### src/rtl/mem_pattern_tester.sv
// Pattern write / pipelined read-back tester for the SDRAM controller request port.
// Optional watchdog enabled by defining MEMTEST_TIMEOUT_EN.
module mem_pattern_tester #(
  parameter int          AW      = 22,
  parameter int          DW      = 16,
  parameter int          NWORDS  = 256,
  parameter int          MAX_OUT = 4,
  parameter int          CW      = 8,
  parameter logic [15:0] SEED    = 16'hACE1,
  parameter int          TIMEOUT = 1024
) (
  input  logic          clk,
  input  logic          rst_n,
  input  logic          start,
  input  logic [1:0]    mode,
  input  logic [AW-1:0] base_addr,
  input  logic          mem_busy,
  input  logic          mem_valid,
  input  logic [DW-1:0] mem_rdata,
  output logic [AW-1:0] mem_addr,
  output logic [DW-1:0] mem_wdata,
  output logic          mem_we,
  output logic          mem_oe,
  output logic [DW-1:0] read_value,
  output logic [AW-1:0] first_err_addr,
  output logic [CW-1:0] err_count,
  output logic [CW-1:0] tested_count,
  output logic          busy,
  output logic          finish,
  output logic          timeout
);

  localparam int IW = (AW + 1 > DW) ? AW + 1 : DW;
  localparam int OW = $clog2(MAX_OUT + 1);
  localparam logic [IW-1:0] LAST = IW'(NWORDS - 1);
  localparam logic [IW-1:0] NW   = IW'(NWORDS);
  localparam logic [OW-1:0] MAXO = OW'(MAX_OUT);
  localparam logic [CW-1:0] CMAX = '1;

  typedef enum logic [1:0] {IDLE, WRITE, READ, DONE} state_t;

  state_t        state, state_nx;
  logic          start_q, launch;
  logic [1:0]    mode_q;
  logic [AW-1:0] base_q;
  logic [IW-1:0] w_idx, r_idx;
  logic [DW-1:0] w_walk, r_walk;
  logic [15:0]   w_lfsr, r_lfsr;
  logic [OW-1:0] outst;
  logic          err_seen;
  logic [AW-1:0] w_addr;
  logic [DW-1:0] w_pat, r_pat;
  logic          wr_acc, rd_acc, vld, wr_last, rd_last, wd_fire;

  // Fibonacci LFSR, taps 16,14,13,11, shifting right.
  function automatic logic [15:0] lfsr_next(input logic [15:0] l);
    return {l[0] ^ l[2] ^ l[3] ^ l[5], l[15:1]};
  endfunction

  function automatic logic [DW-1:0] rotl1(input logic [DW-1:0] v);
    return {v[DW-2:0], v[DW-1]};
  endfunction

  function automatic logic [DW-1:0] pattern(input logic [1:0] m, input logic [IW-1:0] i,
                                            input logic [DW-1:0] walk, input logic [15:0] l);
    logic [DW+15:0] lx;
    lx = {{DW{1'b0}}, l};
    case (m)
      2'd0:    return i[DW-1:0];
      2'd1:    return ~i[DW-1:0];
      2'd2:    return walk;
      default: return lx[DW-1:0];
    endcase
  endfunction

  assign launch  = start & ~start_q & ((state == IDLE) | (state == DONE));
  assign wr_acc  = mem_we & ~mem_busy;
  assign rd_acc  = mem_oe & ~mem_busy;
  assign vld     = mem_valid & (state == READ) & (outst != '0);
  assign wr_last = wr_acc & (w_idx == LAST);
  assign rd_last = vld & (r_idx == LAST);
  assign w_addr  = base_q + w_idx[AW-1:0];
  assign w_pat   = pattern(mode_q, w_idx, w_walk, w_lfsr);
  assign r_pat   = pattern(mode_q, r_idx, r_walk, r_lfsr);

  // NOTE: sequential state is updated with non-blocking assignments only, so every
  // flop samples pre-edge values regardless of process ordering.
  always_ff @(posedge clk or negedge rst_n) begin
    if (!rst_n) state <= IDLE;
    else        state <= state_nx;
  end

  // NOTE: every combinational output gets a default first so no path can infer a latch.
  always_comb begin
    state_nx = state;
    unique case (state)
      IDLE, DONE: if (launch) state_nx = WRITE;
      WRITE: begin
        if (wd_fire)      state_nx = DONE;
        else if (wr_last) state_nx = READ;
      end
      READ: begin
        if (wd_fire || rd_last) state_nx = DONE;
      end
    endcase
  end

  always_comb begin
    mem_we    = 1'b0;
    mem_oe    = 1'b0;
    mem_addr  = '0;
    mem_wdata = '0;
    busy      = 1'b0;
    finish    = 1'b0;
    unique case (state)
      WRITE: begin
        mem_we    = 1'b1;
        mem_addr  = w_addr;
        mem_wdata = w_pat;
        busy      = 1'b1;
      end
      READ: begin
        mem_oe   = (w_idx < NW) && (outst < MAXO);
        mem_addr = w_addr;
        busy     = 1'b1;
      end
      DONE:    finish = 1'b1;
      default: ;
    endcase
  end

  always_ff @(posedge clk or negedge rst_n) begin
    if (!rst_n) begin
      start_q        <= 1'b0;
      mode_q         <= '0;
      base_q         <= '0;
      w_idx          <= '0;
      w_walk         <= DW'(1);
      w_lfsr         <= SEED;
      r_idx          <= '0;
      r_walk         <= DW'(1);
      r_lfsr         <= SEED;
      outst          <= '0;
      read_value     <= '0;
      first_err_addr <= '0;
      err_count      <= '0;
      tested_count   <= '0;
      err_seen       <= 1'b0;
    end else begin
      start_q <= start;
      if (launch) begin
        mode_q         <= mode;
        base_q         <= base_addr;
        w_idx          <= '0;
        w_walk         <= DW'(1);
        w_lfsr         <= SEED;
        r_idx          <= '0;
        r_walk         <= DW'(1);
        r_lfsr         <= SEED;
        outst          <= '0;
        read_value     <= '0;
        first_err_addr <= '0;
        err_count      <= '0;
        tested_count   <= '0;
        err_seen       <= 1'b0;
      end else begin
        // The issue side restarts from index 0 to walk the window again for reads.
        if (wr_last) begin
          w_idx  <= '0;
          w_walk <= DW'(1);
          w_lfsr <= SEED;
        end else if (wr_acc || rd_acc) begin
          w_idx  <= w_idx + IW'(1);
          w_walk <= rotl1(w_walk);
          w_lfsr <= lfsr_next(w_lfsr);
        end

        case ({rd_acc, vld})
          2'b10:   outst <= outst + OW'(1);
          2'b01:   outst <= outst - OW'(1);
          default: ;
        endcase

        if (vld) begin
          read_value <= mem_rdata;
          r_idx      <= r_idx + IW'(1);
          r_walk     <= rotl1(r_walk);
          r_lfsr     <= lfsr_next(r_lfsr);
          if (tested_count != CMAX) tested_count <= tested_count + CW'(1);
          if (mem_rdata != r_pat) begin
            if (err_count != CMAX) err_count <= err_count + CW'(1);
            if (!err_seen) begin
              first_err_addr <= base_q + r_idx[AW-1:0];
              err_seen       <= 1'b1;
            end
          end
        end
      end
    end
  end

`ifdef MEMTEST_TIMEOUT_EN
  localparam int TW = $clog2(TIMEOUT + 1);

  logic [TW-1:0] wd_cnt;
  logic          timeout_q;

  // Fires on the idle cycle that would take the count to TIMEOUT.
  assign wd_fire = busy & ~wr_acc & ~rd_acc & ~mem_valid & (wd_cnt == TW'(TIMEOUT - 1));
  assign timeout = timeout_q;

  always_ff @(posedge clk or negedge rst_n) begin
    if (!rst_n) begin
      wd_cnt    <= '0;
      timeout_q <= 1'b0;
    end else begin
      if (launch || !busy || wr_acc || rd_acc || mem_valid) wd_cnt <= '0;
      else                                                   wd_cnt <= wd_cnt + TW'(1);
      if (launch)       timeout_q <= 1'b0;
      else if (wd_fire) timeout_q <= 1'b1;
    end
  end
`else
  logic unused_timeout;
  assign unused_timeout = (TIMEOUT != 0);
  assign wd_fire        = 1'b0;
  assign timeout        = 1'b0;
`endif

endmodule

### config.mk
export PLATFORM = sky130hd
export DESIGN_NAME = mem_pattern_tester
export DESIGN_NICKNAME = d
export VERILOG_FILES = /design/src/rtl/mem_pattern_tester.sv
export SDC_FILE = /design/constraint.sdc
export NUM_CORES = 1
export LEC_CHECK = 0
export CORE_MARGIN = 2
export CORE_UTILIZATION = 40
export DETAILED_ROUTE_END_ITERATION = 6
export DONT_BUFFER_PORTS = 1
export GPL_ROUTABILITY_DRIVEN = 0
export SLEW_MARGIN = 40
export SYNTH_ARGS = -nofsm -noshare
export SYNTH_HDL_FRONTEND = slang
export SYNTH_SLANG_ARGS = --single-unit
### constraint.sdc
create_clock -name clk -period 3.1 [get_ports clk]
set_clock_uncertainty 0.1 [all_clocks]
set_input_delay 0.31 -clock clk [delete_from_list [all_inputs] [get_ports clk]]
set_output_delay 0.31 -clock clk [all_outputs]
set_load 0.01 [all_outputs]
==> impl_metrics.csv <==
group,metric,value,unit
route,first_pass_iters,5,
yosys,yosysTopAreaCell,"dfrtp_1",
yosys,synth_top_family_by_area,"compound AO/OA/AOI/OAI gates",
sta,period_minus_slack,3250,ps
floorplan,floorplan.die_area,30400,um2
critical_path,critical-path-max-stage-delay,400,ps
final_layout,layout.nets,1476,
route,vias_per_cell,5.51,
grt,grt_most_used_layer,"met2",
final_layout,seq_area,4910,um2
power,ir_drop,0.317,mV
floorplan,rows,62,
grt,grt_max_degree,196,
critical_path,crit_arrival,2840,ps
final_layout,syn_to_final_growth,16.3,%
yosys,synthCells,1326,
floorplan,io_pins,142,
clock_network,clock_sinks,195,
grt,grt_pass1_vias,9468,
hold_path,hold_class,"input pin to asynchronous set/reset pin",
final_layout,final_common_cell,"nand2_1",
clock_network,insertion_delay,440,ps
yosys,yosys.area_share.adder,0.0591,
placed_design,hpwl,22200,um
clock_network,cts_buffers,17,
status,status,"finished, violations left",
final_layout,num_antenna_cells,0,
grt,grtUsageMet2,0.330,
power,clock_power_share,0.371,
grt,grt_pass1_wl,51500,um
placed_design,dp_slack,101,ps
sta,maxSlewViolCount,0,
power,p_switching,1.76,mW
power,p_comb_frac,0.165,
yosys,ys_ff_latch,195,
sta,period_share,1.05,
critical_path,cpMaxStageDelayCell,"dfrtp_1",
yosys,syn_area_per_cell,8.74,um2
final_layout,multiInputGateArea,6490,um2
job,drv_cap,0,
power,p_leak,6.09,nW
yosys,synth-simple-area-share,0.202,
floorplan,start_util,0.405,
grt,track_usage,0.211,
placed_design,port_buffers,0,
yosys,netlist.area_leader.share,0.382,
power,switching_share,0.286,
route,num_vias,9778,
floorplan,die_w,174,um
sta,rsz0062_at_grt,"true",
yosys,yosysSeqAreaShare,0.423,
yosys,synth-warning-count,0,
grt,grt_overflow_total,0,
critical_path,cp_max_fo,3,
clock_network,root_buffer,"clkbuf_16",
critical_path,cp-start-kind,"register",
final_layout,fin_cells,1775,
grt,use_met3,0.0494,
yosys,synth_compound_area_frac,0.205,
yosys,netlist_area,11600,um2
placed_design,dp.cells,1690,
yosys,synthArstFlopShare,1.00,
sta,worstMarginPinSlew,749,ps
critical_path,crit_path_end_kind,"primary output",
critical_path,critPathKind,"register to primary output",
sta,fmax,307,MHz
yosys,synthMuxAreaShare,0.0124,
route,drc_errors,0,
power,power_density,456,nW/um2
clock_network,cts_buffer_depth,2,
floorplan,die_h,174,um
grt,gr-usage-met1,0.285,
final_layout,fin_area,13500,um2
route,drtAntennaViolNets,0,
route,wire_per_inst,18.1,um
clock_network,h-tree-depth,4,
clock_network,path_clk_slew,80,ps
final_layout,drive_gt1_frac,0.123,
power,p_seq_frac,0.465,
yosys,syn-num-nets,1424,
status,failed_checks,"negative hold slack, negative setup slack",
sta,setup_ws,-153,ps
critical_path,cp.required,2690,ps
placed_design,placed_cell_area,12200,um2
sta,slew_headroom,0.497,
clock_network,cts_tree,"done",
final_layout,nFillCells,2715,
yosys,synth-xor-area-share,0.0650,
sta,hold_ws,-542,ps
yosys,synthFlopType,"dfrtp_1",
clock_network,cts_hold_buf,41,
yosys,synth_edf_count,0,
final_layout,layout_common_cells,"239 x nand2_1, 172 x dfrtp_1, 109 x a21oi_1",
floorplan,coreArea,28600,um2
yosys,synthDistinctLibCells,67,
power,p_int,4.39,mW
route,drt_iter0_drc,843,
sta,setup_violations,6,
yosys,synth.area.top_cells,"dfrtp_1 38%, nand2_1 7.7%, ha_1 5.4%",
grt,antenna_found_initial,0,
route,routed_wl,32100,um
critical_path,cp_common_cell,"a21oi_2",
critical_path,crit_chain,"ha_2 > fa_2 > a211o_1 > a21oi_2 > o211ai_1 > a21oi_2 > o21ai_2 > o31ai_2 > xor2_1 > nor2_2",
sta,hold_viol,195,
[registers in the layout, indices dropped and copies added (netlist names)]
signal / cells
w_idx: 23
base_q: 22
outst: 3
r_walk: 16
r_idx: 23
w_lfsr: 16
state: 2
mode_q: 2
first_err_addr: 22
r_lfsr: 16
err_seen: 1
start_q: 1
tested_count: 8
w_walk: 16
err_count: 8
read_value: 16
[cell usage after synthesis, types with 10 or more instances]
master	count
nor2_1	104
nor3_1	10
inv_1	21
clkbuf_1	50
a211oi_1	40
a21oi_1	118
a22o_1	31
nand3_1	36
dfrtp_1	177
mux2i_1	11
nand2_1	239
xor2_1	42
o21ai_0	79
dfstp_2	18
nor2b_1	35
and3_1	29
nand4_1	17
or3_1	12
o31ai_1	21
buf_1	11
o22a_1	12
buf_2	10
a21o_1	12
xnor2_1	44
ha_1	50
[cell families after synthesis]
kind of cell             after synthesis
other                                  1
AND/OR/NAND/NOR                      516
AO/OA/AOI/OAI                        366
XOR/XNOR                              86
flip-flops                           195
multiplexers                          14
buffers and inverters                 95
adder cells (fa/ha/maj)               53
[cell type report]
class	instances	area share
inverters	22	0.00612
flip-flops and latches	195	0.364
clock inverters	12	0.0107
well taps	384	0.0356
clock buffers	20	0.0331
repair buffers	106	0.0688
multi-input cells	1036	0.482
[through the flow]
| stage | util | setup TNS (ps) | total power [mW] | hold slack, ps |
|---|---|---|---|---|
| finish | 0.471 | -584 | 6.15 | -542 |
| CTS | 0.466 | -588 | 6.13 | -557 |
| global route | 0.471 | -1460 | 6.42 | -564 |
| global placement | 0.427 | 0 | 3.77 | -73.8 |
| floorplan | - | 0 | 3.50 | -85.6 |
| detailed placement | 0.427 | 0 | 3.78 | -77.3 |
[path summary, 6_finish.rpt]
| check | from | endpoint | depth (start not counted) | slack [ps] |
|---|---|---|---|---|
| setup / recovery | base_q[0] | mem_addr[20] | 10 | -150 |
| hold / removal | rst_n | first_err_addr[20] | 0 | -540 |
| setup reg to reg | w_idx[19] | outst[2] | 9 | 150 |
| hold reg to reg | w_idx[22] | w_idx[22] | 1 | 400 |
| max in group asynchronous | rst_n | r_lfsr[13] | 0 | 3000 |
| min in group clk | mem_busy | w_idx[15] | 3 | 30 |
[power groups by stage]
stage,logic (mW),registers [mW],clock network (mW)
after global routing,1.12,2.88,2.42
after CTS,0.948,2.86,2.32
after floorplan,0.634,2.87,0
after detailed placement,0.870,2.91,0
after global placement,0.860,2.91,0
final,1.01,2.86,2.28
[routing by layer]
metal	wire, um	share of wire
met1	14500	0.45
met4	875	0.027
met2	14800	0.46
met3	1860	0.058
met5	0	0
[critical path, delay by kind of cell (launching register included)]
family,cells,cell delay (ps)
xor gates and xnor gates,1,200
AOI/OAI and AO/OA,6,1180
adders and majority gates,2,540
DFF,1,400
and+or+nand+nor,1,70
[repair_timing]
item	4_1_cts	5_1_grt
cloned	0	0
endpoints found under the setup margin	11	16
gates resized for setup	20	30
pin swaps	14	16
endpoints found under the hold margin	236	195
buffers inserted	4	8
(Power assumes the default switching activity.)
